$ cat src/rtl/tdc_channel_cfg_reg.sv
// Holds the host channel-activation word and publishes it to TDC_enable through a notify/request/ack handshake.
// Notify 1 cycle after pending, ack and data 1 cycle after request; host writes are never stalled, only coalesced.
module tdc_channel_cfg_reg #(
  parameter int CHANNEL_COUNT  = 2,
  parameter int TIMEOUT_CYCLES = 255
) (
  input  logic        clk,
  input  logic        reset,
  input  logic        cfg_wr_en,
  input  logic [16:0] cfg_wr_data,
  output logic        cfg_busy,
  output logic        channel_changed,
  input  logic        read_active_channel,
  output logic        read_ack,
  output logic [16:0] activate_channels,
  output logic [7:0]  update_count
);

  localparam logic [15:0] CH_MASK = 16'((17'd1 << CHANNEL_COUNT) - 17'd1);
  localparam int          TW      = (TIMEOUT_CYCLES > 0) ? $clog2(TIMEOUT_CYCLES + 1) : 1;
  localparam logic [TW-1:0] TMAX  = TW'(TIMEOUT_CYCLES);

  typedef enum logic [1:0] {IDLE, NOTIFY, ACK} state_t;

  state_t          state;
  logic [16:0]     staging;
  logic [16:0]     wr_norm;
  logic            pending;
  logic [TW-1:0]   tcnt;
  logic            wr_sets_pending;

  // Master switch forces every implemented channel on; unimplemented channels always read 0.
  always_comb begin
    wr_norm        = 17'h0;
    wr_norm[16]    = cfg_wr_data[16];
    wr_norm[15:0]  = (cfg_wr_data[15:0] & CH_MASK) | (cfg_wr_data[16] ? CH_MASK : 16'h0);
  end

  assign wr_sets_pending = cfg_wr_en && ((wr_norm != activate_channels) || (state != IDLE));
  assign cfg_busy        = (state != IDLE);

  always_ff @(posedge clk or posedge reset) begin
    if (reset) begin
      state             <= IDLE;
      staging           <= 17'h0;
      pending           <= 1'b0;
      tcnt              <= '0;
      channel_changed   <= 1'b0;
      read_ack          <= 1'b0;
      activate_channels <= 17'h0;
      update_count      <= 8'h0;
    end else begin
      channel_changed <= 1'b0;
      read_ack        <= 1'b0;
      if (cfg_wr_en) staging <= wr_norm;

      case (state)
        IDLE: begin
          if (pending) begin
            state           <= NOTIFY;
            channel_changed <= 1'b1;
            tcnt            <= '0;
          end
        end
        NOTIFY: begin
          if (read_active_channel) begin
            // Snapshot takes the staging value from before any same-edge write.
            activate_channels <= staging;
            pending           <= 1'b0;
            read_ack          <= 1'b1;
            update_count      <= update_count + 8'd1;
            state             <= ACK;
          end else if (TIMEOUT_CYCLES != 0) begin
            if (tcnt == TMAX) begin
              channel_changed <= 1'b1;
              tcnt            <= '0;
            end else begin
              tcnt <= tcnt + 1'b1;
            end
          end
        end
        ACK: begin
          if (!read_active_channel) state <= IDLE;
        end
        default: state <= IDLE;
      endcase

      // A write on the ack edge wins over the clear, so it triggers a fresh handshake.
      if (wr_sets_pending) pending <= 1'b1;
    end
  end

endmodule
$ cat config.mk
export PLATFORM = sky130hd
export DESIGN_NAME = tdc_channel_cfg_reg
export DESIGN_NICKNAME = d
export VERILOG_FILES = /design/src/rtl/tdc_channel_cfg_reg.sv
export SDC_FILE = /design/constraint.sdc
export NUM_CORES = 1
export LEC_CHECK = 0
export CAP_MARGIN = 20
export CORE_MARGIN = 5
export CORE_UTILIZATION = 47
export DETAILED_ROUTE_END_ITERATION = 16
export PLACE_DENSITY = 0.9
export SETUP_SLACK_MARGIN = 0.3
export SYNTH_ARGS = -nofsm -noshare
export SYNTH_HDL_FRONTEND = slang
export SYNTH_SLANG_ARGS = --single-unit
$ cat constraint.sdc
create_clock -name clk -period 3.16 [get_ports clk]
set_clock_uncertainty 0.1 [all_clocks]
set_input_delay 0.316 -clock clk [delete_from_list [all_inputs] [get_ports clk]]
set_output_delay 0.316 -clock clk [all_outputs]
set_load 0.005 [all_outputs]
# After elaboration in Yosys (flattened, before gate mapping)
# Index checks and enable logic that the tools add are counted.
# word_totals
wordCells	48
ff_bits	55
# op_classes
n_eq_ne	8
addsub	2
n_reduce_logical	11
n_bitwise	1
mux	18
# ops
op	count
two-way mux 8 bit	3
!= test 17 bit	1
adder 8 x 1 -> 8 bit, second input constant	2
one-hot mux 8 bit (2 select lines)	1
equality test 8 bit, second input constant	1
two-way mux 1 bit	8
two-way mux 2 bit	4
!= test 2 bit, second input constant	4
nonzero test 2 bit	4
one-hot mux 2 bit (3 select lines)	1
AND reduction 3 bit	2
AND reduction 2 bit	2
equality test 2 x 1 -> 1 bit, second input constant	1
equality test 2 bit, second input constant	1
logical NOT 2 bit	1
OR 2 bit	1
one-hot mux 1 bit (2 select lines)	1
logical AND 1 bit	1
logical OR 1 bit	1

# Depth between registers and ports, before layout
# depth
ltp_word	7
mapped_depth	5
ltp_nobuf	5

# Worst setup path after synthesis
# Ideal clock, no wire load.
# synth_path
path_kind	flip-flop to flip-flop
startpoint	reg state[0]
endpoint	reg tcnt[6]
path_buffers	0
stages_incl_launch_ff	5
path_slack_ns	1.656
setup_ns	0.077
period_less_slack_ns	1.504
arrival_time_ns	1.326
cell_sequence	dfrtp_1 > nand2b_4 > a21o_1 > or4_1 > a21oi_1
# synth_via
elab_chain_cells	3
elab_cells_between_ends	7
classes_between	eq/ne (3); mux (1); reduce/logical (3)
# synth_lines
item	line	source
start, declared	25	state_t state;
start signal, assigned	44	state <= IDLE;
start signal, assigned	60	state <= NOTIFY;
start signal, assigned	72	state <= ACK;
equality test 2 x 1 -> 1 bit or logical NOT 2 bit (tied branches)	57	case (state)
!= test 2 bit (no source line) or nonzero test 2 bit (tied branches)	n/a	
AND reduction 3 bit (no source line)	n/a	
end signal, assigned	78	tcnt <= tcnt + 1'b1;
end, declared	29	logic [TW-1:0] tcnt;
# Several ways; a longest one is shown, not always the timed one.
# A chain may end at the register's enable or synchronous reset.

# Worst setup path after layout
# layout_path
startpoint	reg state[1]
endpoint	out cfg_busy
# layout_via
elab_chain_cells	1
# layout_lines
item	line	source
nonzero test 2 bit	40	assign cfg_busy = (state != IDLE);
end, declared	11	output logic cfg_busy,
# No other way between the ends.

==> results by group <==
Outcome
  – Outcome: completed

Clock network
  – Num CTS Buffers: 3
  – Clk slew on worst S/H paths: 0.14 ns
  – Worst skew pair latency: between 0.3 and 0.4 ns
  – Post-CTS Setup Inserts: 0
  – # H-tree levels: 1
  – Clock sink count: 27
  – CTS tree: done
  – CTS max path bufs: 2
  – Post-CTS Hold Buffers: 0
  – Clk root buf: clkbuf_4
  – Resize count post-CTS: 0

Floorplan
  – Core footprint: ~0.0027 sq mm
  – DIE WIDTH: 63.1 microns
  – Top Ports: 49
  – Die Ht: about 63 microns
  – Area of the die: 0.00399 sq mm
  – Initial core utilization: 48.6%
  – Num rows: 19

Setup path
  – R2r endpoint: update_count[3]
  – Critical path launch point type: flip-flop
  – Slowest CP cell: dfrtp_1
  – Crit path buf inv count: 1
  – Family with the most delay on the worst path: flip-flops
  – CP endpoint: cfg_busy
  – Worst EP required: 2.74 ns
  – Worst r2r path cells: 5
  – Critical path type: reg2out
  – Max incr delay on CP: ~0.48 ns
  – Critical Path AT: 1.62 ns
  – Reg2Reg Setup Slack: 1.48 ns
  – FF-to-FF Start: state[1]
  – Worst Setup End Kind: output pin
  – Worst setup startpoint: state[1]
  – Crit. path cell count: 2
  – Critical-path cell list: or2_2 > clkdlybuf4s50_1
  – Worst-path fanout max: 8

Final layout
  – Area grow syn2layout: 18.1%
  – Diode count: 0
  – Multi-input gate area: between 500 and 600 sq um
  – Storage element area: approximately 680 sq um
  – Commonest non-fill, non-tap cell in the layout: dfrtp_1
  – Final net count: 181
  – Most frequent cells in the layout: dfrtp_1 (27), nand2_1 (21), clkdlybuf4s50_1 (20)
  – Fillers: 245
  – Layout cell share with drive strength beyond 1: 7.01%

Synthesis
  – Cells after Synth: about 130
  – Seq/Total Area, Yosys: 50.9%
  – Mapped cell area: roughly 0.0013 sq mm
  – Synthesis-stage register bit count: 27
  – Netlist cell types: 30
  – Proportion of netlist area held by the largest area contributor: 50.9%
  – Synth area leaders: dfrtp_1 (51%), buf_4 (7.9%), xnor2_1 (6.6%), nand2_1 (5.9%), nor2_1 (3.7%)
  – Mean post-synth cell area: between 9 and 10 sq um
  – Synth area leader: dfrtp_1
  – Yosys warnings: 0

Pwr
  – Sw Share: 35.9%
  – Internal: between 0.0007 and 0.0008 W
  – Power Density: 711 mW/mm^2
  – P_leak: just over 0.7 nW
  – Switching pwr: 0.000400 W
  – Clock network fraction of design power: a little over an eighth
  – Combinational share of power: 38.3%
  – Sequential share of power: slightly below 50%
  – Total power: 0.00112 W
  – Peak VDD IR: about 0.00051 V

Timing
  – Worst hold-check slack: 0.177 ns
  – Final Slew Violations: 0
  – Final hold vios: 0
  – Period minus WS final: around 2.0 ns
  – Fmax: slightly below 500 MHz
  – TNS Setup: 0 ns
  – Final setup viols: 0
  – RSZ-0062 raised after global routing: no
  – Period utilization: 64.5%

Global route
  – Initial antenna violation count: 0
  – Vias in the first global route: 953
  – GRT Total Usage: 12.1%
  – Grt total ovfl: 0
  – Global-route wire length before repair: roughly 4100 microns
  – Largest net degree at the start of global routing: 28

Place
  – Final Wtd Congestion: 0.873
  – DP Wirelength: 1770 microns
  – Port Buffer Count: 20

Detailed routing
  – Via count: a little under 1000
  – Post-DRT Antenna Nets: 0
  – Drt drc: 0
  – Total wire length: 2330 microns
  – Vias per cell: 5.18
  – Routed len/inst: 12.4 microns
  – First-pass iteration count of the detailed router: 4
  – Starting DRT DRC Count: 29

Hold path
  – Min-delay worst type: in2async

Flow run
  – Max-cap violation count: 0
cells in the mapped netlist (all sizes together):
| master | instances |
|---|---|
| inv | 3 |
| ha | 2 |
| o31a | 1 |
| a21oi | 4 |
| a21o | 1 |
| or2b | 2 |
| o21a | 1 |
| o21ai | 3 |
| mux2 | 1 |
| o31ai | 3 |
| xor2 | 3 |
| buf | 14 |
| nand3 | 7 |
| and2b | 1 |
| nand2 | 21 |
| nor2 | 13 |
| or2 | 1 |
| a211oi | 3 |
| nand4b | 2 |
| nand2b | 3 |
| xnor2 | 10 |
| dfrtp | 27 |
| a21boi | 1 |
| or4 | 1 |
| clkinv | 1 |
| nand4 | 3 |
| conb | 1 |
area by class of cell:
cell class	count	area share, %
sequential	27	43.1
multi-input combinational	101	37.0
timing repair buffer	21	14.5
tap	31	2.47
clock buffer	3	1.44
inverter	4	0.958
clock inverter	1	0.479
flip-flops by register name (all words and copies together), names as in the netlist:
register / count
state: 2
staging: 3
activate_channels: 3
pending: 1
tcnt: 8
read_ack: 1
update_count: 8
channel_changed: 1
power groups by stage:
stage / combinational, W / clock [W] / sequential [W]
floorplan: 0.000245 / 0 / 0.000525
global placement: 0.000414 / 0 / 0.000535
detailed placement: 0.000432 / 0 / 0.000540
CTS: 0.000431 / 0.000158 / 0.000536
global route: 0.000480 / 0.000165 / 0.000549
finish: 0.000427 / 0.000152 / 0.000536
metrics by stage:
step | util [%] | cells | worst slack, ns | cell area (sq um)
after floorplan | - | 146 | 1.66 | 1380
after global placement | 55.2 | 183 | 1.14 | 1510
after detailed placement | 55.2 | 183 | 1.13 | 1510
after CTS | 56.3 | 187 | 1.11 | 1540
after global routing | 57.3 | 188 | 1.07 | 1570
final | 57.3 | 188 | 1.12 | 1570
worst reg2reg max path: cells and delay by family, from the launching register on:
kind / cells / cell delay [ns]
AND/OR/NAND/NOR: 3 / 0.65
XOR/XNOR: 1 / 0.12
flip-flops: 1 / 0.49
buffers and inverters: 1 / 0.27
cells by family after synthesis:
group / share of synthesized area, %
xor+xnor: 8.58
compound gates: 8.39
flops: 50.9
mux: 0.848
fa+ha+maj: 1.88
other cells: 0.282
simple gates: 20.1
buf+inv: 9.05
how the worst min path moves through the flow:
stage	start	endpoint	slack [ns]
2_1_floorplan	reset	activate_channels[0]	0.27
3_3_place_gp	staging[16]	activate_channels[16]	0.35
3_5_place_dp	update_count[7]	update_count[7]	0.36
4_1_cts	staging[0]	activate_channels[0]	0.39
5_1_grt	reset	tcnt[0]	0.22
6_report	reset	tcnt[1]	0.18
per-layer routing:
layer | routed length [microns] | vias to the layer above | global-route usage, %
met1 | 1010 | 468 | 14.5
met5 | 0 | - | 0
met4 | 37 | 0 | 4.77
met3 | 160 | 4 | 2.13
li1 | - | 467 | -
met2 | 1120 | 35 | 21.2
Note: power is estimated with default switching activity, not from simulation.
